### config.mk
export PLATFORM = sky130hd
export DESIGN_NAME = rowbuffer_ctrl
export DESIGN_NICKNAME = d
export VERILOG_FILES = /design/src/rtl/rowbuffer_ctrl.sv
export SDC_FILE = /design/constraint.sdc
export NUM_CORES = 1
export LEC_CHECK = 0
export BUFFER_PORTS_ARGS = -buffer_cell sky130_fd_sc_hd__clkbuf_2
export CAP_MARGIN = 20
export CORE_ASPECT_RATIO = 0.8
export CORE_MARGIN = 2
export CORE_UTILIZATION = 55
export CTS_BUF_LIST = sky130_fd_sc_hd__clkbuf_2
export DETAILED_ROUTE_END_ITERATION = 8
export PLACE_DENSITY = 0.77
export SLEW_MARGIN = 40
export SYNTH_ARGS = -nofsm -noshare
export SYNTH_HDL_FRONTEND = slang
export SYNTH_SLANG_ARGS = --single-unit
### constraint.sdc
create_clock -name clk -period 4.2 [get_ports clk]
set_clock_uncertainty 0.15 [all_clocks]
set_input_delay 0.63 -clock clk [delete_from_list [all_inputs] [get_ports clk]]
set_output_delay 0.63 -clock clk [all_outputs]
set_load 0.005 [all_outputs]
### src/rtl/rowbuffer_ctrl.sv
// Sequencer for the 3x3 binary sliding-window row buffer: inserts border pad bits,
// drives push/clear, and flags complete in-bounds windows. Option: ROWBUF_CTRL_PAD_ONES_EN (pad bit = 1).
module rowbuffer_ctrl #(
    parameter int unsigned K_S      = 3,
    parameter int unsigned P_N_COLS = 34,
    parameter int unsigned P_N_ROWS = 34,
    parameter int unsigned P_CNT_W  = 6
) (
    input  logic               clk,
    input  logic               reset,
    input  logic               start,
    input  logic               in_bit,
    input  logic               in_valid,
    output logic               in_ready,
    output logic               rb_stream_in,
    output logic               rb_stream_in_en,
    output logic               rb_clear,
    output logic               win_valid,
    input  logic               win_ready,
    output logic [P_CNT_W-1:0] win_row,
    output logic [P_CNT_W-1:0] win_col,
    output logic               busy,
    output logic               done
);

    localparam int unsigned PAD = (K_S - 1) / 2;
    localparam logic [P_CNT_W-1:0] PAD_LO   = P_CNT_W'(PAD);
    localparam logic [P_CNT_W-1:0] ROW_HI   = P_CNT_W'(P_N_ROWS - 1 - PAD);
    localparam logic [P_CNT_W-1:0] COL_HI   = P_CNT_W'(P_N_COLS - 1 - PAD);
    localparam logic [P_CNT_W-1:0] ROW_LAST = P_CNT_W'(P_N_ROWS - 1);
    localparam logic [P_CNT_W-1:0] COL_LAST = P_CNT_W'(P_N_COLS - 1);
    localparam logic [P_CNT_W-1:0] WIN_OFF  = P_CNT_W'(K_S - 1);

`ifdef ROWBUF_CTRL_PAD_ONES_EN
    localparam logic PAD_BIT = 1'b1;
`else
    localparam logic PAD_BIT = 1'b0;
`endif

    typedef enum logic [2:0] {
        S_IDLE,
        S_CLEAR,
        S_STREAM,
        S_FLUSH,
        S_DONE
    } state_t;

    state_t             state, state_nxt;
    logic [P_CNT_W-1:0] r, c, r_nxt, c_nxt;
    logic [P_CNT_W-1:0] win_row_nxt, win_col_nxt;
    logic               win_valid_nxt;
    logic               streaming, interior, stall, push, pos_ok;

    // State, counters and window flag registers
    always_ff @(posedge clk) begin
        if (!reset) begin
            state     <= S_IDLE;
            r         <= '0;
            c         <= '0;
            win_valid <= 1'b0;
            win_row   <= '0;
            win_col   <= '0;
        end else begin
            state     <= state_nxt;
            r         <= r_nxt;
            c         <= c_nxt;
            win_valid <= win_valid_nxt;
            win_row   <= win_row_nxt;
            win_col   <= win_col_nxt;
        end
    end

    // Next-state, counter advance and handshake decode
    always_comb begin
        state_nxt     = state;
        r_nxt         = r;
        c_nxt         = c;
        win_valid_nxt = win_valid && !win_ready;
        win_row_nxt   = win_row;
        win_col_nxt   = win_col;

        streaming = (state == S_STREAM);
        interior  = (r >= PAD_LO) && (r <= ROW_HI) && (c >= PAD_LO) && (c <= COL_HI);
        stall     = win_valid && !win_ready;
        push      = streaming && !stall && (!interior || in_valid);
        pos_ok    = (r >= WIN_OFF) && (c >= WIN_OFF);

        in_ready        = streaming && interior && !stall;
        rb_stream_in_en = push;
        rb_stream_in    = (streaming && interior) ? in_bit : PAD_BIT;
        rb_clear        = (state == S_CLEAR);
        busy            = (state != S_IDLE);
        done            = (state == S_DONE);

        unique case (state)
            S_IDLE: begin
                if (start) state_nxt = S_CLEAR;
            end
            S_CLEAR: begin
                r_nxt     = '0;
                c_nxt     = '0;
                state_nxt = S_STREAM;
            end
            S_STREAM: begin
                if (push) begin
                    win_valid_nxt = pos_ok;
                    if (pos_ok) begin
                        win_row_nxt = r - WIN_OFF;
                        win_col_nxt = c - WIN_OFF;
                    end
                    // Counters freeze on the final pixel so FLUSH sees the frame end position
                    if (c == COL_LAST) begin
                        if (r == ROW_LAST) begin
                            state_nxt = S_FLUSH;
                        end else begin
                            c_nxt = '0;
                            r_nxt = r + P_CNT_W'(1);
                        end
                    end else begin
                        c_nxt = c + P_CNT_W'(1);
                    end
                end
            end
            S_FLUSH: begin
                if (!win_valid || win_ready) state_nxt = S_DONE;
            end
            S_DONE: begin
                state_nxt = S_IDLE;
            end
            default: begin
                state_nxt = S_IDLE;
            end
        endcase
    end

endmodule

==> flow_summary_export.csv, run 1 <==
group,metric,value,unit
status,status,"completed",
place,gp_congestion,0.8248,
grt,grt_usage,21.52,%
clocking,clockRootBuffer,"clkbuf_2",
clocking,cts_hold_buffers,0,
yosys,avgSynthCellArea,8.589,µm²
final_layout,fin_cells,259,
final_layout,final_util,62.02,%
yosys,synth_area,1718,µm²
drt,initialDrtViolationCount,94,
clocking,cts_buffers,3,
place,dp_hpwl,2.573,mm
floorplan,die_h,53.99,µm
floorplan,initial_core_util,56.50,%
sta,hold_viol,0,
grt,overflow,0,
yosys,synth_common_cells,"29 x nand2_1, 28 x dfxtp_1, 13 x ha_1",
worst_setup_path,cp.buffers_inverters,2,
clocking,path_clk_slew,0.26,ns
sta,rsz0062_at_grt,"false",
yosys,synth_edf_count,0,
floorplan,io_pins,25,
floorplan,die_width,66.49,µm
floorplan,fp-row-count,18,
sta,period_share,75.85,%
sta,finalMaxSlewViolations,0,
clocking,cts_buffer_depth,2,
worst_setup_path,crit_fanout,7,
final_layout,antenna_cells,0,
clocking,post_cts_buffers,0,
final_layout,syn2layout_area_growth,9.760,%
power_and_ir_drop,power_leakage,0.9090,nW
yosys,async_flop_share,0,%
worst_setup_path,required,3.42,ns
worst_setup_path,cp_top_family,"flip-flops",
sta,clock.fmax,313.9,MHz
sta,worst_slack,1.014,ns
place,dp_cells,254,
clocking,insertion_delay,0.37,ns
worst_setup_path,crit_type,"flip-flop to output port",
worst_setup_path,rr_startpoint,"r[1]",
power_and_ir_drop,p_per_area,262.8,nW/µm²
sta,hold_slack,0.3878,ns
grt,grt_pass1_wl,5.913,mm
drt,viasPerCell,5.680,
final_layout,nets,239,
power_and_ir_drop,irDropWorstVdd,0.0002053,V
final_layout,drive_above_1_share,19.63,%
worst_hold_path,hold_class,"flip-flop to flip-flop",
worst_setup_path,worstSetupEndpointType,"output port",
yosys,synth_cell_type_count,44,
place,dp_slack,1.517,ns
drt,vias,1471,
worst_setup_path,arrival,2.41,ns
place,port_buffers,24,
worst_setup_path,cp-startpoint,"r[0]",
grt,grt_max_degree,29,
yosys,netlist_instances,200,
worst_hold_path,hp-start,"win_row[4]",
drt,drt-total-wl,3.477,mm
yosys,synthFlopType,"dfxtp_1",
drt,dr.pass1.iters,4,
run,cap_violations,0,
clocking,htree_num_levels,1,
yosys,yosys.area.top_type,"dfxtp_1",
grt,antenna_found_initial,0,
clocking,cts_tree,"yes",
sta,totalNegativeSetupSlack,0,ns
grt,grt_pass1_vias,1244,
drt,route.detailed.drc,0,
yosys,seq_area_frac_synth,32.63,%
yosys,synth_top_area_share,32.63,%
yosys,synth_seq_cells,28,
worst_setup_path,cp_cell_sequence,"inv_1 -> ha_1 -> nor4b_2 -> mux2i_1 -> a31o_2 -> nor2_1 -> clkbuf_2",
yosys,synth_nets,219,
worst_setup_path,slowest_delay,0.53,ns
clocking,clock_sinks,28,
yosys,synth.area.top_cells,"dfxtp_1 33%, ha_1 9.5%, nand2_1 6.3%",
clocking,cts_resized,0,
drt,postRouteAntennaNets,0,
worst_setup_path,crit_slowest_cell,"dfxtp_1",
yosys,ys_warn_count,0,
floorplan,die_area,3589,µm²
sta,max-slew-margin-rel,58.99,%
yosys,synthMostInstantiatedCell,"nand2_1",
sta,layout_min_cycle_time,3.186,ns
sta,worst_pin_slew,0.6086,ns
worst_setup_path,start_kind,"flip-flop",
drt,drt-wirelength-per-cell,13.42,µm
sta,setup_viol,0,
floorplan,coreArea,3040,µm²
[layout by cell type (no fill, tap or decap), drive strengths merged, types with 3 or more instances in the layout]
| cell | synthesis | routed |
|---|---|---|
| mux2i | 3 | 3 |
| xnor2 | 5 | 5 |
| inv | 11 | 11 |
| o22ai | 6 | 6 |
| ha | 13 | 13 |
| clkbuf | 6 | 27 |
| a21oi | 8 | 8 |
| xor2 | 3 | 3 |
| o211a | 10 | 10 |
| nand4 | 5 | 5 |
| and2 | 5 | 5 |
| nor2b | 6 | 6 |
| nand3 | 6 | 6 |
| nor3 | 7 | 7 |
| dfxtp | 28 | 28 |
| or3 | 6 | 6 |
| nand2 | 29 | 29 |
| nor2 | 12 | 12 |
| nand2b | 3 | 3 |
| o21ai | 4 | 4 |
[metal layers]
metal	GRT usage (%)	part of all wire (%)	vias up
met5	0	0	-
li1	-	-	744
met3	4.393	7.8	2
met1	31.39	49	671
met4	3.401	0.29	0
met2	33.33	43	54
[kinds of logic (layout without fill, tap and decap cells)]
group	count (synthesis)	after routing	share of synthesized area (%)
simple gates	88	88	28.48
xor+xnor	8	8	4.079
fa+ha+maj	13	13	9.469
compound gates	38	38	17.34
buf+inv	22	41	6.263
mux	3	3	1.748
flops	28	28	32.63
[worst paths after layout]
kind                      to  cells past startpoint  slack, ns
max          rb_stream_in_en                      7       1.01
max reg2reg             c[4]                      8       1.67
min reg2reg       win_row[4]                      1       0.39
min               win_row[4]                      1       0.39
[registers in the layout (all words and copies together) (netlist names)]
register   flops
c              6
r              6
state          3
win_col        6
win_row        6
win_valid      1
[power breakdown]
part	internal [mW]	total, mW	switching (mW)
Clock	0.0819	0.162	0.0804
Combinational	0.0229	0.0569	0.0340
Sequential	0.270	0.276	0.00617
[through the flow]
step           power (mW)  area, µm²
6_report           0.4955       1886
5_1_grt            0.5179       1886
4_1_cts            0.4989       1874
3_5_place_dp       0.3372       1829
3_3_place_gp       0.3370       1829
2_1_floorplan      0.3216       1718
[final cells by class]
type                       count  area (µm²)
clock inverter                 1       30.03
multi-input combinational    150        1050
tap                           40       50.05
sequential                    28       560.5
fill                         262        1155
clock buffer                   3       15.01
inverter                      11       41.29
timing repair buffer          26       138.9
Note: power is estimated with default switching activity, not from simulation.
==> run 2, diff against run 1 <==
clock period = 3.1 ns   (was 4.2 ns; I/O delays follow)
==> run 2 against run 1 <==
Net effect: final cell count unchanged; clock power is 36% higher; design area is 0.33% higher; global-route usage rose by 0.74 points; worst setup slack worse by 0.81 ns; core utilization up 0.21 points; power up 36%; register-to-register slack got worse by 1.1 ns; critical path type unchanged; highest routed layer unchanged.
==> flow_summary_export.csv, run 2 (synthesis results as in run 1) <==
group,metric,value,unit
sta,max-slew-margin-rel,54.94,%
worst_setup_path,required,2.48,ns
status,status,"completed",
drt,drt-total-wl,3.681,mm
worst_setup_path,r2r_end,"c[4]",
drt,drt-wirelength-per-cell,14.21,µm
drt,postRouteAntennaNets,0,
place,dp_hpwl,2.677,mm
final_layout,antenna_cells,0,
worst_setup_path,cp_cell_sequence,"inv_1 -> ha_1 -> nor2_1 -> a32oi_2 -> a31o_2 -> nor2_2 -> clkbuf_2",
drt,route.detailed.drc,0,
grt,grt_pass1_wl,6.009,mm
power_and_ir_drop,power_leakage,0.9118,nW
worst_setup_path,worstRegToRegCells,8,
drt,dr_wl_met3,306,µm
place,dp_cells,255,
clocking,htree_num_levels,1,
place,dpl_cell_area,1837,µm²
drt,dr.pass1.iters,4,
grt,grt_usage,22.26,%
worst_setup_path,worstSetupEndpointType,"output port",
clocking,cts_buffer_depth,2,
floorplan,fp-row-count,18,
worst_setup_path,crit_fanout,7,
clocking,clockRootBuffer,"clkbuf_2",
final_layout,syn2layout_area_growth,10.12,%
worst_setup_path,cp-startpoint,"c[1]",
floorplan,die_width,66.49,µm
grt,grt_max_degree,29,
final_layout,nets,239,
sta,worst_pin_slew,0.6689,ns
place,port_buffers,24,
sta,setup_viol,0,
place,gp_congestion,0.8327,
clocking,cts_tree,"yes",
clocking,clock_sinks,28,
sta,layout_min_cycle_time,2.900,ns
floorplan,io_pins,25,
floorplan,die_area,3589,µm²
sta,period_share,93.53,%
final_layout,final_common_cell,"nand2_1",
final_layout,drive_above_1_share,20.55,%
final_layout,fill_cells,280,
grt,grt_pass1_vias,1253,
drt,viasPerCell,5.598,
power_and_ir_drop,p_per_area,357.2,nW/µm²
final_layout,fin_cells,259,
power_and_ir_drop,irDropWorstVdd,0.0002184,V
worst_setup_path,start_kind,"flip-flop",
drt,top_layer,"met4",
drt,vias,1450,
final_layout,fin_area,1892,µm²
worst_setup_path,rr_startpoint,"c[1]",
worst_setup_path,endpoint,"rb_stream_in_en",
sta,clock.fmax,344.9,MHz
run,cap_violations,0,
final_layout,final_util,62.22,%
clocking,post_cts_buffers,0,
clocking,cts_resized,0,
floorplan,coreArea,3040,µm²
drt,initialDrtViolationCount,85,
worst_setup_path,arrival,2.28,ns
drt,wl_met1,1.858,mm
worst_setup_path,ff2ff_setup_slack,0.56,ns
final_layout,layout_common_cells,"29 x nand2_1, 28 x dfxtp_1, 27 x clkbuf_2, 13 x ha_1",
clocking,path_clk_slew,0.27,ns
clocking,insertion_delay,0.37,ns
sta,rsz0062_at_grt,"false",
worst_setup_path,slowest_delay,0.51,ns
sta,hold_viol,0,
grt,antenna_found_initial,0,
floorplan,die_h,53.99,µm
grt,overflow,0,
worst_setup_path,crit_slowest_cell,"dfxtp_1",
drt,wl_met2,1.503,mm
floorplan,initial_core_util,56.50,%
sta,finalMaxSlewViolations,0,
worst_hold_path,hold_class,"input port to flip-flop",
worst_setup_path,crit_type,"flip-flop to output port",
clocking,cts_buffers,3,
sta,totalNegativeSetupSlack,0,ns
clocking,cts_hold_buffers,0,
==> run 2: cell counts in the layout (fill, tap and decap cells not counted) <==
Identical to the previous run, type by type.
==> run 2: per-stage QoR <==
step                worst slack, ns  hold WS [ns]  total power, mW
global route                0.02237        0.3406           0.7061
finish                       0.2005        0.3474           0.6758
detailed placement           0.5861        0.3369           0.4573
floorplan                    0.8581        0.3433           0.4358
CTS                         0.09758        0.3407           0.6786
global placement             0.5883        0.3327           0.4553
==> run 2: worst min path at each step <==
stage | slack, ns | to | from | depth (start not counted)
after floorplan | 0.34 | state[2] | state[1] | 2
after global placement | 0.33 | win_col[4] | win_col[4] | 1
after detailed placement | 0.34 | win_row[3] | win_row[3] | 1
after CTS | 0.34 | state[2] | win_ready | 4
after global routing | 0.34 | state[2] | win_ready | 4
final | 0.35 | state[2] | win_ready | 4
==> run 2: power breakdown <==
| part | switching (mW) | internal (mW) |
|---|---|---|
| Clock | 0.110 | 0.111 |
| Combinational | 0.0481 | 0.0325 |
| Sequential | 0.00875 | 0.366 |
==> run 2: final cells by class <==
| cell class | count | area, µm² | share of cell area [%] |
|---|---|---|---|
| clock buffers | 3 | 15.01 | 0.7937 |
| clock inverters | 1 | 30.03 | 1.587 |
| inverters | 11 | 41.29 | 2.183 |
| multi-input cells | 150 | 1060 | 56.02 |
| flip-flops and latches | 28 | 560.5 | 29.63 |
| well taps | 40 | 50.05 | 2.646 |
| repair buffers | 26 | 135.1 | 7.143 |
==> run 2: metal layers <==
metal	GRT usage [%]	vias up
li1	-	739
met1	33.33	656
met2	32.83	53
met3	5.439	2
met4	3.061	0
met5	0	-
==> run 2: worst max-delay path: cells and delay by family (launching register included) <==
kind	cells	cell delay (ns)
flops	1	0.51
compound gates	2	0.46
simple gates	2	0.37
buf+inv	2	0.33
fa+ha+maj	1	0.26
